===== src/rtl/mux_pkt_nto1.sv =====
// Registered N:1 packet multiplexer; the select is locked from a packet's first beat through its last beat.
// Optional sticky out-of-range select flag: define MUX_PKT_SEL_ERR_EN to add the sel_err port.
module mux_pkt_nto1 #(
    parameter int WIDTH = 32,
    parameter int N     = 4,
    parameter int SELW  = 2
) (
    input  logic               Clk,
    input  logic               Reset,
    input  logic [SELW-1:0]    sel,
    input  logic [N*WIDTH-1:0] in_data,
    input  logic [N-1:0]       in_valid,
    input  logic [N-1:0]       in_last,
    output logic [N-1:0]       in_ready,
    output logic [WIDTH-1:0]   out_data,
    output logic               out_valid,
    output logic               out_last,
    input  logic               out_ready,
    output logic               busy,
    output logic [SELW-1:0]    lock_sel
`ifdef MUX_PKT_SEL_ERR_EN
    ,output logic              sel_err
`endif
);

    typedef enum logic {IDLE = 1'b0, LOCK = 1'b1} state_e;

    localparam logic [SELW:0] NCH = (SELW+1)'(N);

    state_e            state_q, state_d;
    logic [SELW-1:0]   lock_sel_q, lock_sel_d;
    logic [WIDTH-1:0]  out_data_q, out_data_d;
    logic              out_valid_q, out_valid_d;
    logic              out_last_q, out_last_d;

    logic [SELW-1:0]   cur;
    logic              cur_ok;
    logic              can_load;
    logic              xfer;
    logic [WIDTH-1:0]  cur_data;
    logic              cur_valid;
    logic              cur_last;

    assign cur      = (state_q == IDLE) ? sel : lock_sel_q;
    assign cur_ok   = ({1'b0, cur} < NCH);
    assign can_load = !out_valid_q || out_ready;

    // Loop-based pick keeps out-of-range selects from ever indexing past in_data.
    always_comb begin
        cur_data  = '0;
        cur_valid = 1'b0;
        cur_last  = 1'b0;
        for (int i = 0; i < N; i++) begin
            if (cur_ok && cur == SELW'(i)) begin
                cur_data  = in_data[i*WIDTH +: WIDTH];
                cur_valid = in_valid[i];
                cur_last  = in_last[i];
            end
        end
    end

    assign xfer = cur_valid && can_load;

    always_ff @(posedge Clk or posedge Reset) begin
        if (Reset) begin
            state_q    <= IDLE;
            lock_sel_q <= '0;
        end else begin
            state_q    <= state_d;
            lock_sel_q <= lock_sel_d;
        end
    end

    always_comb begin
        state_d    = state_q;
        lock_sel_d = lock_sel_q;
        case (state_q)
            IDLE: if (xfer) begin
                lock_sel_d = sel;
                if (!cur_last) state_d = LOCK;
            end
            LOCK: if (xfer && cur_last) state_d = IDLE;
            default: state_d = IDLE;
        endcase
    end

    always_comb begin
        in_ready = '0;
        for (int i = 0; i < N; i++)
            in_ready[i] = cur_ok && (cur == SELW'(i)) && can_load;
        busy     = (state_q == LOCK);
        lock_sel = lock_sel_q;
    end

    always_comb begin
        out_data_d  = out_data_q;
        out_last_d  = out_last_q;
        out_valid_d = out_valid_q;
        if (xfer) begin
            out_data_d  = cur_data;
            out_last_d  = cur_last;
            out_valid_d = 1'b1;
        end else if (out_ready) begin
            out_valid_d = 1'b0;
        end
    end

    always_ff @(posedge Clk or posedge Reset) begin
        if (Reset) begin
            out_data_q  <= '0;
            out_valid_q <= 1'b0;
            out_last_q  <= 1'b0;
        end else begin
            out_data_q  <= out_data_d;
            out_valid_q <= out_valid_d;
            out_last_q  <= out_last_d;
        end
    end

    assign out_data  = out_data_q;
    assign out_valid = out_valid_q;
    assign out_last  = out_last_q;

`ifdef MUX_PKT_SEL_ERR_EN
    logic sel_err_q;
    always_ff @(posedge Clk or posedge Reset) begin
        if (Reset)                           sel_err_q <= 1'b0;
        else if (state_q == IDLE && !cur_ok) sel_err_q <= 1'b1;
    end
    assign sel_err = sel_err_q;
`endif

endmodule


===== config.mk =====
export PLATFORM = sky130hd
export DESIGN_NAME = mux_pkt_nto1
export DESIGN_NICKNAME = d
export VERILOG_FILES = /design/src/rtl/mux_pkt_nto1.sv
export SDC_FILE = /design/constraint.sdc
export NUM_CORES = 1
export LEC_CHECK = 0
export BUFFER_PORTS_ARGS = -buffer_cell sky130_fd_sc_hd__buf_2
export CAP_MARGIN = 20
export CORE_AREA = 2 2 81 83
export CTS_BUF_LIST = sky130_fd_sc_hd__clkbuf_8
export DETAILED_ROUTE_END_ITERATION = 12
export DIE_AREA = 0 0 83 85
export HOLD_SLACK_MARGIN = 0.03
export PLACE_DENSITY = 0.88
export REMOVE_ABC_BUFFERS = 1
export SYNTH_ARGS = -nofsm -noshare
export SYNTH_HDL_FRONTEND = slang
export SYNTH_SLANG_ARGS = --single-unit

===== constraint.sdc =====
create_clock -name Clk -period 2.35 [get_ports Clk]
set_input_delay 0.235 -clock Clk [delete_from_list [all_inputs] [get_ports Clk]]
set_output_delay 0.235 -clock Clk [all_outputs]
set_load 0.1 [all_outputs]

==> metrics.yaml, run 1 <==
remaining_drc_errors: 0
max_stage_delay_ps: 510
post_cts_buffers: 0
place_ws_ps: 176
die_h_um: 85
n_fill_cell: 502
max_slew.worst_pin.slew_ps: 517
area_growth_pct: 47.2
yosysWarnings: 0
ant_nets: 0
cts_tree: "yes"
crit_fanout: 21
grt_overflow_total: 0
antenna_found_initial: 0
dpl.hpwl_mm: 5.74
grt_max_degree: 28
io_pins: 182
utilization_pct: 59.4
numCtsBuffers: 5
root_buffer: "clkbuf_8"
drive_above_1_share_pct: 82.2
syn_area_per_cell_um2: 17.4
h-tree-depth: 2
fin_crit_sh_pct: 94.4
clock-skew-final_ps: 5.48
first_pass_iters: 4
insertion_delay_ps: 280
cp_num_buf_inv: 2
initial_core_util_pct: 40.4
dieWidth_um: 83
fin_crit_ps: 2220
status: "complete, no violations"
register_area_um2: 927
core_um2: 6200
synth_seq_area_share_pct: 36.9
layout_commonest_cell: "buf_2"
relSlewSlack_pct: 65.7
vias: 2106
wl_mm: 6.88
finalWorstSetupSlack_ps: 132
layout.nets: 471
layout_common_cells: "buf_2 (178), dfrtp_1 (36), mux4_2 (33)"
path_clk_slew_ps: 70
final_cell_area_um2: 3690
first_global_vias: 2296
num_rows: 29
grt_pass1_wl_mm: 10.9
syn_area_um2: 2510
wire_per_inst_um: 16.9
crit_path_start_kind: "register"
place_congestion: 0.784
io_buffers: 181
synth-seq-cells: 37
final_hold_viol_count: 0
setup_viol: 0
crit_family: "buffers and inverters"
vias_per_cell: 5.16
cp-end-kind: "primary output"
grtUsageTotal_pct: 19.4
postSynthCellCount: 144
cts_sinks: 37
cp.arrival_ps: 1980
synth_cell_types: 28
rsz0062_at_grt: "false"
n_antenna_cell: 0
whs_ps: 304
multi_input_area_um2: 1460
max_freq_mhz: 451
die-area_um2: 7060
crit_type: "register to primary output"
drtIter0Drc: 53
drv_cap: 0
placed_cell_area_um2: 3540
clk_path_buf_depth: 2
path_cells: "mux2i_4 > buf_4 > nor3b_1 > buf_12"
slew_violations: 0
critPathSlowestCell: "dfrtp_2"
required_ps: 2120
hold_path.class: "input port to register"
per-layer routing:
metal / vias up / global-route usage, % / share of wire (%)
met3: 12 / 4.86 / 6.7
met1: 1034 / 21.9 / 36
met2: 109 / 37.0 / 56
met4: 0 / 4.32 / 1.5
met5: - / 0 / 0
li1: 951 / - / -
worst paths after layout:
path	slack (ps)	start	depth (start not counted)	end
worst max-delay path	130	register	4	in_ready[2]
worst min-delay path	300	sel[1]	2	lock_sel[1]
worst max register to register	240	register	6	out_data[14]
worst min register to register	510	out_data[1]	1	out_data[1]
max in group asynchronous	1550	Reset	4	asynchronous set/reset pin
min in group asynchronous	390	Reset	3	out_data[4]
state kept, by name, summed over array words and instances, names as in the netlist, named ones only:
name       count
out_data      32
out_last       1
out_valid      1
lock_sel       2
cell type report:
class                   instances  share of cell area (%)
clock buffers                   5                    1.87
clock inverters                 3                    1.15
inverters                       2                   0.204
multi-input cells              94                    39.5
flip-flops and latches         37                    25.1
well taps                      77                    2.61
repair buffers                190                    29.6
cells in the mapped netlist, drive strengths merged:
master | n | share of area [%]
mux2i | 2 | 0.95
or3b | 1 | 0.35
nor3 | 2 | 0.40
buf | 8 | 4.6
dfrtp | 37 | 37
a32oi | 1 | 0.35
nor3b | 2 | 0.60
nor2b | 3 | 0.75
mux2 | 35 | 20
and2b | 1 | 0.30
nor4 | 1 | 0.25
a2bb2oi | 1 | 0.60
nand2b | 2 | 0.80
o32ai | 1 | 0.35
nand2 | 2 | 0.50
o22ai | 1 | 0.50
or2b | 1 | 0.30
inv | 2 | 0.30
a21oi | 2 | 0.40
nand3b | 1 | 0.30
or3 | 1 | 0.25
clkbuf | 3 | 0.45
nor2 | 1 | 0.15
mux4 | 33 | 30
stage by stage:
step                      setup TNS, ps  instances
after CTS                             0        406
after global routing                  0        408
after detailed placement              0        398
after global placement                0        398
after floorplan                  -43490        133
final                                 0        408
kinds of logic after synthesis:
group / after synthesis / share of synthesized area (%)
DFF: 37 / 36.9
buffers and inverters: 13 / 5.39
AOI/OAI and AO/OA: 6 / 2.20
and+or+nand+nor: 18 / 4.94
muxes: 70 / 50.5
repair_timing:
item / CTS / global route
resized for setup: 1 / 0
hold endpoints to repair: 0 / 3
hold buffers: 0 / 1
setup endpoints to repair: 2 / 0
Power of run 1 is not shown: default switching activity piles up to over one toggle a cycle in this logic, so the estimate is an artifact.
==> inputs of run 2 (changes only) <==
--- a/config.mk
+++ b/config.mk
@@ -7,12 +7,12 @@
 export LEC_CHECK = 0
 export BUFFER_PORTS_ARGS = -buffer_cell sky130_fd_sc_hd__buf_2
 export CAP_MARGIN = 20
-export CORE_AREA = 2 2 81 83
+export CORE_AREA = 2 2 85 87
 export CTS_BUF_LIST = sky130_fd_sc_hd__clkbuf_8
 export DETAILED_ROUTE_END_ITERATION = 12
-export DIE_AREA = 0 0 83 85
+export DIE_AREA = 0 0 87 89
 export HOLD_SLACK_MARGIN = 0.03
-export PLACE_DENSITY = 0.88
+export PLACE_DENSITY = 0.85
 export REMOVE_ABC_BUFFERS = 1
 export SYNTH_ARGS = -nofsm -noshare
 export SYNTH_HDL_FRONTEND = slang
==> constraint.sdc (replaced) <==
create_clock -name Clk -period 1.95 [get_ports Clk]
set_input_delay 0.195 -clock Clk [delete_from_list [all_inputs] [get_ports Clk]]
set_output_delay 0.195 -clock Clk [all_outputs]
set_load 0.1 [all_outputs]
==> run 2 against run 1 <==
  * The run now ends with negative setup slack left
  * First-iteration DRC count down 13%
  * Wire length up 13%
  * Final cell count up 4.4%
  * Sequential share of layout area down 1.9 points
  * Count of clock-buffer cells in the layout unchanged
  * Setup slack worse by 210 ps
  * Design area up 8.3%
  * Worst hold slack worse by 260 ps
  * Global-route usage up 0.45 points
  * Critical path depth up 2
  * Die area up 9.8%
==> metrics.yaml, run 2 (same netlist as run 1, synthesis figures left out) <==
place_congestion: 0.955
crit_path_start_kind: "register"
root_buffer: "clkbuf_8"
cts_sinks: 37
die-area_um2: 7740
first_global_vias: 2270
busiest_layer: "met2"
numCtsBuffers: 5
h-tree-depth: 2
dp_cells: 408
hold_path.class: "input port to asynchronous set/reset pin"
ant_nets: 0
ff2ff_setup_slack_ps: -80
n_fill_cell: 541
first_pass_iters: 4
crit_fanout: 10
setup_viol: 38
cts_hold_buf: 0
dieWidth_um: 87
cp.arrival_ps: 2200
grt_overflow_total: 0
grtUsageTotal_pct: 19.8
layout.nets: 486
largest_reg_flops: 32
drv_cap: 0
grt_max_degree: 38
status: "complete, but fails checks"
antenna_found_initial: 0
n_antenna_cell: 0
fin_crit_ps: 2030
area_growth_pct: 59.5
fin_crit_sh_pct: 104
core_um2: 6720
insertion_delay_ps: 290
violations: "negative setup slack"
relSlewSlack_pct: 47.5
clock-skew-final_ps: 4.53
met2_usage_pct: 37.5
final_hold_viol_count: 0
met3_usage_pct: 4.25
rsz0062_at_grt: "true"
num_rows: 30
slew_violations: 0
ff2ff_path_depth: 6
placed_cell_area_um2: 3630
die_h_um: 89
layout_common_cells: "buf_2 (177), dfrtp_1 (35), mux4_2 (33), mux2_4 (33), buf_12 (12)"
cp-end-kind: "register"
required_ps: 2120
path_clk_slew_ps: 80
final_cell_area_um2: 4000
drtIter0Drc: 46
vias_per_cell: 5.12
final_cells: 426
finalWorstSetupSlack_ps: -76.0
max_freq_mhz: 494
io_buffers: 181
layout_commonest_cell: "buf_2"
clk_path_buf_depth: 2
crit_type: "register to register"
cts_tree: "yes"
wire_per_inst_um: 18.3
dpl.hpwl_mm: 5.71
wl_mm: 7.81
vias: 2183
drive_above_1_share_pct: 86.4
whs_ps: 42.8
initial_core_util_pct: 37.3
remaining_drc_errors: 0
io_pins: 182
use_met1_pct: 22.5
grt_pass1_wl_mm: 11.4
max_slew.worst_pin.slew_ps: 787
## run 2: changes by cell type in the layout (fill, tap and decap cells not counted), moves of 3 or more
cell    change
buf_4       +7
buf_12      +5
mux2_2      -5
mux2_4      +5
buf_6       +3
## run 2: area by class of cell
type | instances | area [um^2] | area share [%]
Clock buffer | 5 | 68.8 | 1.72
Tap cell | 80 | 100 | 2.50
Multi-Input combinational cell | 94 | 1560 | 39.0
Sequential cell | 37 | 928 | 23.2
Inverter | 2 | 7.51 | 0.188
Clock inverter | 3 | 17.5 | 0.438
Timing Repair Buffer | 205 | 1320 | 32.9
## run 2: layer usage
layer	share of wire, %	vias to the layer above	routed length [um]
li1	-	988	-
met1	36	1072	2850
met2	55	119	4310
met3	7.7	4	600
met4	0.70	0	55
met5	0	-	0
## run 2: worst max-delay path: stages, from the launching register on
cell and delay (ps):
dfrtp_2 460, or3b_4 410, a21oi_2 160, a2bb2oi_2 190, or3_4 220, buf_12 170, mux2_4 300
## run 2: worst paths after layout
check / start / to
min in group Clk: sel[1] / lock_sel[1]
worst max-delay path: register / out_data[20]
max in group asynchronous: Reset / lock_sel[0]
worst min-delay path: Reset / lock_sel[1]
worst max register to register: register / out_data[20]
worst min register to register: out_data[27] / out_data[27]
## run 2: metrics by stage
stage	utilization (%)	setup WS (ps)	TNS, ps
final	59.5	-76.0	-2070
after global routing	59.5	-157	-5000
after CTS	59.5	-104	-1920
after detailed placement	54.1	-180	-4350
after global placement	54.1	-77.1	-1240
after floorplan	-	-2970	-59730
## run 2: what timing repair did
| action | in CTS | in global routing |
|---|---|---|
| setup buffers | 7 | 0 |
| pin swaps | 3 | 4 |
| gates resized for setup | 23 | 7 |
| gates cloned | 4 | 1 |
| setup endpoints to repair | 39 | 41 |
Power of run 2 is left out for the same reason.
==> inputs of run 3 (changes only) <==
--- a/config.mk
+++ b/config.mk
@@ -7,12 +7,12 @@
 export LEC_CHECK = 0
 export BUFFER_PORTS_ARGS = -buffer_cell sky130_fd_sc_hd__buf_2
 export CAP_MARGIN = 20
-export CORE_AREA = 2 2 85 87
+export CORE_AREA = 2 2 81 83
 export CTS_BUF_LIST = sky130_fd_sc_hd__clkbuf_8
 export DETAILED_ROUTE_END_ITERATION = 12
-export DIE_AREA = 0 0 87 89
+export DIE_AREA = 0 0 83 85
 export HOLD_SLACK_MARGIN = 0.03
-export PLACE_DENSITY = 0.85
+export PLACE_DENSITY = 0.88
 export REMOVE_ABC_BUFFERS = 1
 export SYNTH_ARGS = -nofsm -noshare
 export SYNTH_HDL_FRONTEND = slang
==> constraint.sdc (replaced) <==
create_clock -name Clk -period 1.9 [get_ports Clk]
set_input_delay 0.19 -clock Clk [delete_from_list [all_inputs] [get_ports Clk]]
set_output_delay 0.19 -clock Clk [all_outputs]
set_load 0.1 [all_outputs]
==> run 3 against run 2 <==
  * The run still ends with negative setup slack left
  * Sequential share of layout area grew 0.18 points
  * Die area shrank 8.9%
  * Register-to-register slack lost 90 ps
  * Count of clock-buffer cells in the layout is the same
  * Flip-flop and latch count is the same
  * Fmax shrank 1.7%
  * Largest cell class unchanged
  * Highest routed layer unchanged
==> metrics.yaml, run 3 (same netlist as run 1, synthesis figures left out) <==
status: "complete, but fails checks"
violations: "negative setup slack"
place_ws_ps: -225
crit_type: "register to register"
grt_overflow_total: 0
grtUsageTotal_pct: 21.2
fin_crit_sh_pct: 109
cp_num_buf_inv: 2
rsz0062_at_grt: "true"
die_h_um: 85
layout.nets: 491
cp-end-kind: "register"
layout_common_cells: "buf_2 (177), dfrtp_1 (36), mux4_2 (33)"
fin_crit_ps: 2060
clock-skew-final_ps: 6.90
setup_viol: 39
grt_pass1_wl_mm: 11.7
final_hold_viol_count: 0
cts_sinks: 37
dieWidth_um: 83
die-area_um2: 7060
wl_met3_um: 491
max_slew.worst_pin.slew_ps: 664
tns_ps: -5140
remaining_drc_errors: 0
insertion_delay_ps: 290
wire_per_inst_um: 18.3
layout_commonest_cell: "buf_2"
antenna_found_initial: 0
relSlewSlack_pct: 55.7
clk_path_buf_depth: 2
hold_path.class: "input port to register"
num_rows: 29
n_antenna_cell: 0
path_clk_slew_ps: 80
max_freq_mhz: 485
io_pins: 182
wl_met1_mm: 2.72
path_cells: "buf_6 > or2b_1 > o32ai_2 > a2bb2oi_2 > or3_4 > clkbuf_16 > mux2_4"
dpl.hpwl_mm: 5.96
wl_met2_mm: 4.48
first_global_vias: 2375
first_pass_iters: 4
root_buffer: "clkbuf_8"
area_growth_pct: 58.0
place_congestion: 0.770
max_stage_delay_ps: 470
drive_above_1_share_pct: 84.9
initial_core_util_pct: 40.4
finalWorstSetupSlack_ps: -162
top_layer: "met4"
h-tree-depth: 2
wl_mm: 7.82
core_um2: 6200
slew_violations: 0
vias: 2214
dp_cells: 408
drv_cap: 0
largest_reg_flops: 32
vias_per_cell: 5.17
numCtsBuffers: 5
cts_tree: "yes"
required_ps: 2080
grt_max_degree: 38
n_fill_cell: 480
io_buffers: 181
crit_family: "simple AND/OR/NAND/NOR gates"
final_cells: 428
ant_nets: 0
cp.arrival_ps: 2240
crit_path_start_kind: "register"
crit_fanout: 8
drtIter0Drc: 58
critPathSlowestCell: "or3_4"
placed_cell_area_um2: 3650
final_cell_area_um2: 3960
## run 3: metrics by stage
| stage | hold slack, ps | utilization (%) |
|---|---|---|
| final | 224 | 63.8 |
| after global routing | 225 | 63.8 |
| after CTS | 211 | 62.2 |
| after detailed placement | 232 | 58.9 |
| after global placement | 225 | 58.9 |
| after floorplan | 342 | - |
## run 3: timing repair
action                                 CTS  global route
pin swaps                                3             3
endpoints found under the hold margin   37             0
buffers inserted                         3             6
hold buffers                             1             0
cloned                                   1             1
setup endpoints to repair               40            39
resized for setup                       13             5
## run 3: path summary, 6_finish.rpt
check,start,end,slack (ps),depth (start not counted)
min reg2reg,out_data[13],out_data[13],500,1
max reg2reg,register,out_data[12],-160,7
max,register,out_data[12],-160,7
max in group asynchronous,Reset,asynchronous set/reset pin,1240,4
min in group asynchronous,Reset,out_data[2],460,4
min,sel[1],lock_sel[1],220,2
## run 3: metal layers
metal,global-route usage [%],vias up
met5,0,-
met3,4.18,12
met1,23.9,1100
met4,5.22,0
li1,-,996
met2,40.8,106
## run 3: cell type report
cell class	instances	area [um^2]	share of cell area, %
flip-flops and latches	37	927	23.4
multi-input cells	94	1500	37.9
repair buffers	210	1320	33.3
clock buffers	5	68.8	1.74
well taps	77	96.3	2.43
clock inverters	3	42.5	1.07
inverters	2	7.51	0.190
Power of run 3 is left out for the same reason.
